`src/rtl/axil_pkg.sv`:
```
// Shared types and constants for the AXI-Lite register arbiter.
package axil_pkg;

    localparam int DEF_DATA_WIDTH = 32;
    localparam int DEF_ADDR_WIDTH = 2;

    localparam logic [1:0] RESP_OKAY   = 2'b00;
    localparam logic [1:0] RESP_SLVERR = 2'b10;

    typedef enum logic [2:0] {
        ST_IDLE,
        ST_WRITE,
        ST_BRESP,
        ST_RADDR,
        ST_RDATA,
        ST_RESP
    } state_e;

endpackage

```
`src/rtl/rr_arbiter2.sv`:
```
// Two-way round-robin arbiter: the requester not granted last wins a tie.
module rr_arbiter2 (
    input  logic       i_clk,
    input  logic       reset,
    input  logic [1:0] req_i,
    input  logic       accept_i,
    output logic       grant_o
);

    logic last_grant_q;

    // On a tie favour the other requester; otherwise grant whoever is asking.
    always_comb begin
        grant_o = req_i[1];
        if (req_i == 2'b11) begin
            grant_o = ~last_grant_q;
        end
    end

    // Remember the winner only when the grant is actually taken.
    always_ff @(posedge i_clk) begin
        if (reset) begin
            last_grant_q <= 1'b1;
        end else if (accept_i) begin
            last_grant_q <= grant_o;
        end
    end

endmodule

```
`src/rtl/axil_reg_arbiter.sv`:
```
// Arbitrates two register requesters onto one AXI-Lite master port,
// one transaction outstanding at a time.
module axil_reg_arbiter
    import axil_pkg::*;
#(
    parameter int C_AXI_DATA_WIDTH = DEF_DATA_WIDTH,
    parameter int C_AXI_ADDR_WIDTH = DEF_ADDR_WIDTH
) (
    input  logic                            i_clk,
    input  logic                            reset,
    input  logic [1:0]                      req_valid,
    input  logic [1:0]                      req_write,
    input  logic [2*C_AXI_ADDR_WIDTH-1:0]   req_addr,
    input  logic [2*C_AXI_DATA_WIDTH-1:0]   req_wdata,
    input  logic [2*C_AXI_DATA_WIDTH/8-1:0] req_wstrb,
    output logic [1:0]                      req_ready,
    output logic [1:0]                      rsp_valid,
    output logic [C_AXI_DATA_WIDTH-1:0]     rsp_rdata,
    output logic [1:0]                      rsp_resp,
    output logic                            m_awvalid,
    input  logic                            m_awready,
    output logic [C_AXI_ADDR_WIDTH-1:0]     m_awaddr,
    output logic                            m_wvalid,
    input  logic                            m_wready,
    output logic [C_AXI_DATA_WIDTH-1:0]     m_wdata,
    output logic [C_AXI_DATA_WIDTH/8-1:0]   m_wstrb,
    input  logic                            m_bvalid,
    output logic                            m_bready,
    input  logic [1:0]                      m_bresp,
    output logic                            m_arvalid,
    input  logic                            m_arready,
    output logic [C_AXI_ADDR_WIDTH-1:0]     m_araddr,
    input  logic                            m_rvalid,
    output logic                            m_rready,
    input  logic [C_AXI_DATA_WIDTH-1:0]     m_rdata,
    input  logic [1:0]                      m_rresp
);

    localparam int DW = C_AXI_DATA_WIDTH;
    localparam int AW = C_AXI_ADDR_WIDTH;
    localparam int SW = DW / 8;

    state_e          state_q, state_d;
    logic            grant_q;
    logic [AW-1:0]   addr_q;
    logic [DW-1:0]   wdata_q;
    logic [SW-1:0]   wstrb_q;
    logic            aw_done_q;
    logic            w_done_q;
    logic [DW-1:0]   rdata_q;
    logic [1:0]      resp_q;

    logic            arb_grant;
    logic            accept;

    // A grant is only taken in IDLE; requests while busy are ignored.
    assign accept = (state_q == ST_IDLE) && (|req_valid);

    rr_arbiter2 u_arb (
        .i_clk    (i_clk),
        .reset    (reset),
        .req_i    (req_valid),
        .accept_i (accept),
        .grant_o  (arb_grant)
    );

    assign m_awaddr  = addr_q;
    assign m_araddr  = addr_q;
    assign m_wdata   = wdata_q;
    assign m_wstrb   = wstrb_q;
    assign rsp_rdata = rdata_q;
    assign rsp_resp  = resp_q;

    // Next-state and handshake outputs; AW and W drop independently once taken.
    always_comb begin
        state_d   = state_q;
        req_ready = '0;
        rsp_valid = '0;
        m_awvalid = 1'b0;
        m_wvalid  = 1'b0;
        m_bready  = 1'b0;
        m_arvalid = 1'b0;
        m_rready  = 1'b0;
        case (state_q)
            ST_IDLE: begin
                if (accept) begin
                    req_ready[arb_grant] = 1'b1;
                    state_d = req_write[arb_grant] ? ST_WRITE : ST_RADDR;
                end
            end
            ST_WRITE: begin
                m_awvalid = !aw_done_q;
                m_wvalid  = !w_done_q;
                if ((aw_done_q || m_awready) && (w_done_q || m_wready)) begin
                    state_d = ST_BRESP;
                end
            end
            ST_BRESP: begin
                m_bready = 1'b1;
                if (m_bvalid) state_d = ST_RESP;
            end
            ST_RADDR: begin
                m_arvalid = 1'b1;
                if (m_arready) state_d = ST_RDATA;
            end
            ST_RDATA: begin
                m_rready = 1'b1;
                if (m_rvalid) state_d = ST_RESP;
            end
            ST_RESP: begin
                rsp_valid[grant_q] = 1'b1;
                state_d = ST_IDLE;
            end
            default: state_d = ST_IDLE;
        endcase
    end

    // State, latched request payload, handshake progress and captured response.
    always_ff @(posedge i_clk) begin
        if (reset) begin
            state_q   <= ST_IDLE;
            grant_q   <= 1'b0;
            addr_q    <= '0;
            wdata_q   <= '0;
            wstrb_q   <= '0;
            aw_done_q <= 1'b0;
            w_done_q  <= 1'b0;
            rdata_q   <= '0;
            resp_q    <= RESP_OKAY;
        end else begin
            state_q <= state_d;
            case (state_q)
                ST_IDLE: begin
                    if (accept) begin
                        grant_q   <= arb_grant;
                        addr_q    <= req_addr[int'(arb_grant)*AW +: AW];
                        wdata_q   <= req_wdata[int'(arb_grant)*DW +: DW];
                        wstrb_q   <= req_wstrb[int'(arb_grant)*SW +: SW];
                        aw_done_q <= 1'b0;
                        w_done_q  <= 1'b0;
                    end
                end
                ST_WRITE: begin
                    if (m_awvalid && m_awready) aw_done_q <= 1'b1;
                    if (m_wvalid && m_wready)   w_done_q  <= 1'b1;
                end
                ST_BRESP: begin
                    if (m_bvalid) begin
                        resp_q  <= m_bresp;
                        rdata_q <= '0;
                    end
                end
                ST_RDATA: begin
                    if (m_rvalid) begin
                        resp_q  <= m_rresp;
                        rdata_q <= m_rdata;
                    end
                end
                default: ;
            endcase
        end
    end

endmodule

```
`config.mk`:
```
export PLATFORM = sky130hd
export DESIGN_NAME = axil_reg_arbiter
export DESIGN_NICKNAME = d
export VERILOG_FILES = /design/src/rtl/axil_pkg.sv /design/src/rtl/rr_arbiter2.sv /design/src/rtl/axil_reg_arbiter.sv
export SDC_FILE = /design/constraint.sdc
export NUM_CORES = 1
export LEC_CHECK = 0
export CAP_MARGIN = 20
export CORE_MARGIN = 2
export CORE_UTILIZATION = 30
export DETAILED_ROUTE_END_ITERATION = 10
export HOLD_SLACK_MARGIN = 0.03
export PLACE_DENSITY = 0.67
export REMOVE_ABC_BUFFERS = 1
export SYNTH_ARGS = -nofsm -noshare
export SYNTH_HDL_FRONTEND = slang
export SYNTH_SLANG_ARGS = --single-unit
```
`constraint.sdc`:
```
create_clock -name i_clk -period 3.3 [get_ports i_clk]
set_input_delay 0.66 -clock i_clk [delete_from_list [all_inputs] [get_ports i_clk]]
set_output_delay 0.66 -clock i_clk [all_outputs]
set_load 0.1 [all_outputs]
```
==> run summary, run 1 <==
Setup crit start kind - input pin
Fillers - 944
GP Congestion - 0.724
Layout area overhead - 66.5%
Vias in the first global route - 3178
Crit Path Max Fanout - 3
Synth Cell Area - 3190 µm²
Area contributors post-synth - dfxtp_1 (50%), a222oi_1 (12%), a22oi_2 (12%)
Seq/Total Area, Yosys - 49.5%
Unrepaired setup endpoints after global routing - false
Multi-input logic area - 1410 µm²
Tot GR Track Use - 17.1%
Synth Area per Inst - 10.5 µm²
Synth Register Bits - 79
Most common cell after layout, fill and taps aside - clkdlybuf4s50_1
Final Max Slew Viols - 0
Initial DRC count - 280
Async SR Flop Fraction - 0%
CTS HTree Levels - 3
Hold_ws - 0.489 ns
DP Area - 5080 µm²
Worst skew pair latency - 0.34 ns
Largest net degree at the start of global routing - 43
Avg WL per Cell - 15.8 µm
Actual slew at the worst max-slew pin - 0.775 ns
Most area-hungry cell type in the Yosys netlist - dfxtp_1
Yosys cell types - 36
CTS tree - built
Die width - 107 µm
CTS max path bufs - 2
Final-stage net count - 615
# DRC - 0
Final setup vio count - 0
Max Fclk - 0.374 GHz
Share of the synthesized area in the top cell type - 49.5%
Register area - 1580 µm²
TritonCTS sink count - 79
Crit path required time - 2.64 ns
Setup TNS - 0 ns
Num ports - 206
Chip height - 107 µm
Crit end category - primary output
CTS root buffer - clkbuf_8
Commonest non-fill, non-tap cells in the layout - clkdlybuf4s50_1 (121), buf_4 (87), dfxtp_1 (79)
Remaining Overflow, GRT - 0
Clock transition at path regs - 0.08 ns
Drt total wl - 9990 µm
Finished Cell Area - 5320 µm²
Leakage - 2.14 nW
Status - finished, final reports clean
Die area - 11500 µm²
Hold buffers post-CTS - 0
Crit path kind - in -> out
Main synth FF type - dfxtp_1
Total number of vias - 3201
WP data arrival - 2.01 ns
Synth warn - 0
Cells after Synth - 304
Setup bufs post-CTS - 0
Max-cap viol count - 0
Max-slew headroom - 48.3%
Number of synthesized flops with an enable pin - 0
Initial Utilization - 30.9%
Initial antenna violation count - 0
Vias per cell - 5.06
Share of cells above drive strength 1 - 29.4%
Pwr dens - 1030 nW/µm²
TritonRoute pass-1 iters - 9
Post-route minimum period - 2.67 ns
Min-delay worst type - reg -> reg
Final HPWL DP - 7260 µm
# diodes - 0
First-pass GRT wire length - 15500 µm
Tcrit/Tclk final - 80.9%
Post-route ant nets - 0
Total CTS buffers - 9
Port buffer count - 205
Final hold violation count - 0
Post-CTS sizing - 0
Num rows - 37
Core footprint - 10300 µm²
Pwr Total - 5.49 mW
Peak VDD IR - 916 µV
Skew final - 0.00646 ns
==> cell usage after synthesis, types with 3 or more instances <==
| library cell | number |
|---|---|
| a21oi_1 | 4 |
| a222oi_1 | 38 |
| a22oi_2 | 30 |
| buf_2 | 7 |
| buf_4 | 3 |
| buf_6 | 3 |
| buf_8 | 3 |
| clkbuf_1 | 18 |
| dfxtp_1 | 79 |
| mux2i_1 | 4 |
| nand2_1 | 5 |
| nand3b_1 | 4 |
| nor2_1 | 75 |
==> routing by layer <==
metal	vias to the layer above	track usage [%]	part of all wire [%]
met2	180	29.0	47
li1	1523	-	-
met5	-	0	0
met1	1489	19.7	41
met3	9	5.35	11
met4	0	7.14	1.1
==> path summary, 6_finish.rpt <==
| path | start | to | slack (ns) | depth (start not counted) |
|---|---|---|---|---|
| max | req_valid[1] | req_ready[1] | 0.63 | 4 |
| min | aw_done_q | aw_done_q | 0.49 | 2 |
| max reg2reg | state_q[1] | rsp_rdata[11] | 1.20 | 6 |
| min reg2reg | aw_done_q | aw_done_q | 0.49 | 2 |
==> report_power, final <==
| group | internal, mW | switching [mW] |
|---|---|---|
| sequential | 1.17 | 0.177 |
| combinational | 0.877 | 2.42 |
| clock | 0.497 | 0.347 |
| total | 2.55 | 2.94 |
==> cell type report <==
cell class | instances | share of cell area, %
clock inverter | 6 | 2.07
inverter | 3 | 0.212
tap | 136 | 3.20
timing repair buffer | 211 | 35.9
clock buffer | 9 | 2.33
multi-input combinational | 188 | 26.6
sequential | 79 | 29.7
==> state kept, by name, summed over array words and instances (netlist names) <==
register and cells:
m_wdata 32, rsp_rdata 32, m_wstrb 4, state_q 3
m_araddr 2, rsp_resp 2, aw_done_q 1, grant_q 1
u_arb.last_grant_q 1, w_done_q 1
==> critical path, stage by stage <==
cell and delay (ns):
clkdlybuf4s50_1 0.47, a21boi_1 0.40, and2_1 0.27, buf_12 0.20
==> cell families (layout without fill, tap and decap cells) <==
group / Yosys count / count (layout) / synth area share [%]
and+or+nand+nor: 99 / 99 / 14.7
AOI/OAI and AO/OA: 83 / 83 / 27.1
DFF: 79 / 79 / 49.5
buffers and inverters: 37 / 229 / 6.74
muxes: 6 / 6 / 1.96
==> metrics by stage <==
stage	util, %	worst slack [ns]	cells
finish	51.5	0.629	632
global route	51.5	0.528	632
CTS	51.5	0.595	632
detailed placement	49.3	0.605	617
global placement	49.3	0.628	617
floorplan	-	-0.789	270
No activity file was read; power rests on OpenSTA's default activity.
==> inputs of run 2 (changes only) <==
- clock period: 3.3 -> 2.5 ns (I/O delays scaled with it)
==> run 2 against run 1 <==
Routed wire length is 1.5% higher. Critical endpoint is now req_ready[0]. Cell count grew 1.3%. Clock skew up 0.0025 ns. Critical path depth unchanged. Sequential cell count unchanged. Register-to-register slack worse by 0.79 ns. Combinational power increased by 40%.
==> run summary, run 2 (synthesis gave the netlist of run 1 again) <==
Max-cap viol count - 0
Die area - 11500 µm²
Final hold violation count - 0
Core footprint - 10300 µm²
Actual slew at the worst max-slew pin - 0.602 ns
Tot GR Track Use - 17.2%
GP Congestion - 0.781
Largest net degree at the start of global routing - 44
Critical Path Start - state_q[0]
Crit path required time - 2.00 ns
CP dominant cell by count - buf_12
Num ports - 206
Hold buffers post-CTS - 0
Remaining Overflow, GRT - 0
Setup bufs post-CTS - 0
TritonRoute pass-1 iters - 8
Vias in the first global route - 3212
Die width - 107 µm
Chip height - 107 µm
Max-slew headroom - 59.6%
R2R cell count - 5
Min-delay worst type - reg -> reg
First-pass GRT wire length - 15700 µm
TritonCTS sink count - 79
# DRC - 0
DP Area - 5250 µm²
Buf/Inv on CP - 2
Worst setup path endpoint - req_ready[0]
Reg-to-Reg End - rsp_rdata[11]
Total CTS buffers - 9
Crit end category - primary output
Inst Count DP - 624
Critical path depth - 4
Post-route ant nets - 0
Avg WL per Cell - 15.8 µm
Pwr Total - 7.30 mW
Hold_ws - 0.486 ns
Final cell count without fillers - 640
Crit Path Max Fanout - 31
Port buffer count - 205
Initial antenna violation count - 0
Final WS setup - 0.104 ns
Worst skew pair latency - 0.35 ns
Reg-to-Reg Start - state_q[2]
Max Fclk - 0.417 GHz
Leakage - 2.19 nW
Num rows - 37
Finished Cell Area - 5440 µm²
Initial Utilization - 30.9%
Most common cell after layout, fill and taps aside - clkdlybuf4s50_1
# diodes - 0
CTS root buffer - clkbuf_8
Setup crit start kind - flip-flop
Tcrit/Tclk final - 95.9%
Final-stage net count - 622
Final HPWL DP - 7540 µm
WP data arrival - 1.90 ns
Slowest stage delay, CP - 0.45 ns
CTS HTree Levels - 3
Share of cells above drive strength 1 - 30.4%
Crit path kind - reg -> out
Layout area overhead - 70.3%
CP max-delay cell - or3_1
Drt total wl - 10100 µm
Clock transition at path regs - 0.08 ns
Final Max Slew Viols - 0
Skew final - 0.00897 ns
Cell family with most CP delay - simple AND/OR/NAND/NOR gates
Post-route minimum period - 2.40 ns
Setup WS pre-CTS - 0.145 ns
Status - finished, final reports clean
Pwr dens - 1340 nW/µm²
Peak VDD IR - 686 µV
R2R Setup Slk - 0.41 ns
CTS max path bufs - 2
Cell Chain, Critical Path - or3_1, nor3b_4, buf_12, buf_12
Setup TNS - 0 ns
Commonest non-fill, non-tap cells in the layout - clkdlybuf4s50_1 (121), buf_4 (85), dfxtp_1 (79)
Fin util - 52.7%
Total number of vias - 3203
Unrepaired setup endpoints after global routing - false
CTS tree - built
Final setup vio count - 0
Initial DRC count - 290
Post-CTS sizing - 0
Vias per cell - 5.00
[run 2: changes by cell type in the layout (fill, tap and decap cells not counted), sizes merged]
cell      before  now
clkbuf         9   10
clkinv         1    4
clkinvlp       2    1
buf           90   97
bufinv         3    1
[run 2: tightest hold or removal path, cell delays in order, from the launching register on]
cell     delay, ns
dfxtp_1       0.33
nand2_1       0.06
a21oi_1       0.05
[run 2: how the worst min path moves through the flow]
stage	slack, ns	cells after the start	to	startpoint
floorplan	0.44	1	u_arb.last_grant_q	u_arb.last_grant_q
global placement	0.47	2	w_done_q	w_done_q
detailed placement	0.48	2	aw_done_q	aw_done_q
CTS	0.48	2	rsp_resp[0]	reset
global route	0.49	2	rsp_resp[0]	reset
finish	0.49	2	aw_done_q	aw_done_q
[run 2: routing by layer]
layer  track usage (%)  vias to the layer above  part of all wire (%)
met3              5.05                       19                    10
li1                  -                     1542                     -
met5                 0                        -                     0
met4              8.44                        0                   2.5
met2              28.3                      188                    47
met1              20.5                     1454                    40
[run 2: power breakdown]
group / switching (mW) / total, mW / leakage, nW / internal, mW
Sequential: 0.227 / 1.78 / 0.645 / 1.55
Clock: 0.454 / 0.912 / 0.0960 / 0.458
Combinational: 3.25 / 4.61 / 1.45 / 1.36
Total: 3.94 / 7.30 / 2.19 / 3.37
[run 2: cell type report]
cell class | instances | area (µm²)
inverter | 3 | 11.3
sequential | 79 | 1580
clock buffer | 10 | 128
tap | 136 | 170
clock inverter | 6 | 61.3
fill | 926 | 4880
timing repair buffer | 218 | 2070
multi-input combinational | 188 | 1410
==> inputs of run 3 (changes only) <==
- CORE_UTILIZATION: 30 -> 36
- PLACE_DENSITY: 0.67 -> 0.79
==> run 3 against run 2 <==
First-iteration DRC count is 19% lower. Clock power is 15% higher. Maximum frequency is 0.38% lower. Power is 1.4% higher. Non-clock buffer count is 5 lower. Die area is 16% lower. Critical path depth stayed put. Cell count is 5.2% lower. Via count is 2.7% higher. Cell area is 0.60% lower. Sequential power hardly changed. Critical path type unchanged. Largest power group unchanged. Highest routed layer unchanged.
==> run summary, run 3 (synthesis gave the netlist of run 1 again) <==
Status - finished, final reports clean
Crit end category - primary output
Initial DRC count - 236
Avg WL per Cell - 16.8 µm
Post-route minimum period - 2.41 ns
Vias per cell - 5.42
Max Fclk - 0.416 GHz
Vias in the first global route - 3414
Final Max Slew Viols - 0
Share of cells above drive strength 1 - 30.1%
CP dominant cell by count - buf_12
Hold_ws - 0.491 ns
TritonCTS sink count - 79
Remaining Overflow, GRT - 0
Final-stage net count - 617
Die area - 9640 µm²
Leakage - 2.18 nW
Peak VDD IR - 828 µV
Post-route ant nets - 0
Initial Utilization - 36.8%
Largest net degree at the start of global routing - 50
Clock transition at path regs - 0.08 ns
Core footprint - 8680 µm²
Hold path depth - 2
Num ports - 206
Setup WS pre-CTS - 0.0823 ns
Unrepaired setup endpoints after global routing - false
Cell Chain, Critical Path - or3_1, nor3b_4, buf_12, buf_12
# diodes - 0
Pwr Total - 7.40 mW
Die width - 98.2 µm
Slowest stage delay, CP - 0.44 ns
Crit path required time - 2.00 ns
Fillers - 742
Buf/Inv on CP - 2
Most common cell after layout, fill and taps aside - clkdlybuf4s50_1
TritonRoute pass-1 iters - 8
CTS tree - built
# DRC - 0
Cell family with most CP delay - simple AND/OR/NAND/NOR gates
CTS max path bufs - 2
Max-slew headroom - 57.7%
Worst skew pair latency - 0.34 ns
CTS HTree Levels - 3
Drt total wl - 10200 µm
Chip height - 98.2 µm
Setup crit start kind - flip-flop
CTS root buffer - clkbuf_8
Min-delay worst type - reg -> reg
Setup bufs post-CTS - 0
Final WS setup - 0.0947 ns
R2R cell count - 5
Tot GR Track Use - 20.7%
Max-cap viol count - 0
Critical path depth - 4
Port buffer count - 205
Layout area overhead - 69.3%
First-pass GRT wire length - 16300 µm
Total number of vias - 3289
GP Congestion - 0.725
Final HPWL DP - 7570 µm
Tcrit/Tclk final - 96.2%
Crit path kind - reg -> out
Final hold violation count - 0
Commonest non-fill, non-tap cells in the layout - clkdlybuf4s50_1 (121), buf_4 (80), dfxtp_1 (77)
WP data arrival - 1.91 ns
Actual slew at the worst max-slew pin - 0.634 ns
Skew final - 0.0129 ns
Initial antenna violation count - 0
Crit Path Max Fanout - 39
Final setup vio count - 0
Total CTS buffers - 9
Num rows - 34
CP max-delay cell - dfxtp_1
Pwr dens - 1370 nW/µm²
run 3: cell count changes in the layout (fill, tap and decap cells not counted):
cell,change
inv_6,+1
bufinv_16,+1
a21boi_1,-1
a21boi_2,+1
clkbuf_1,+1
buf_4,-5
clkinv_2,-3
dfxtp_1,-2
clkinvlp_4,-1
clkbuf_8,+1
dfxtp_2,+2
run 3: worst reg2reg max path: stages (launching register included):
cell and delay [ns]:
dfxtp_1 0.58, or3b_4 0.48, inv_2 0.13, and3_4 0.53, a22oi_2 0.17, nor2_1 0.12
run 3: final cells by class:
cell class | count | area (µm²) | area share (%)
clock inverters | 4 | 77.6 | 1.43
flip-flops and latches | 79 | 1580 | 29.3
inverters | 3 | 11.3 | 0.208
well taps | 108 | 135 | 2.50
clock buffers | 12 | 145 | 2.68
multi-input cells | 188 | 1420 | 26.2
repair buffers | 213 | 2040 | 37.7
run 3: metal layers:
metal / up-vias / routed length (µm) / track usage, %
met5: - / 0 / 0
met1: 1569 / 3950 / 23.5
met2: 172 / 5050 / 36.4
met3: 19 / 1020 / 6.94
met4: 0 / 175 / 7.17
li1: 1529 / - / -
run 3: power breakdown:
group / switching, mW / total, mW / internal (mW)
Combinational: 3.24 / 4.56 / 1.32
Clock: 0.456 / 1.05 / 0.597
Sequential: 0.236 / 1.79 / 1.55
run 3: per-stage QoR:
| step | instances | setup TNS [ns] | area [µm²] | utilization (%) |
|---|---|---|---|---|
| finish | 607 | 0 | 5410 | 62.3 |
| CTS | 607 | 0 | 5400 | 62.2 |
| detailed placement | 591 | 0 | 5180 | 59.7 |
| global route | 607 | 0 | 5410 | 62.3 |
| global placement | 591 | 0 | 5180 | 59.7 |
| floorplan | 270 | -68.78 | 2990 | - |
run 3: path summary, 6_finish.rpt:
kind	slack, ns	end	start
worst min-delay path	0.49	aw_done_q	aw_done_q
worst max register to register	0.44	rsp_rdata[31]	state_q[2]
worst max-delay path	0.09	req_ready[0]	state_q[2]
worst min register to register	0.49	aw_done_q	aw_done_q
run 3: timing repair:
action | in CTS | in global routing
hold buffers | 0 | 0
gates resized for setup | 0 | 3
setup endpoints to repair | 0 | 2
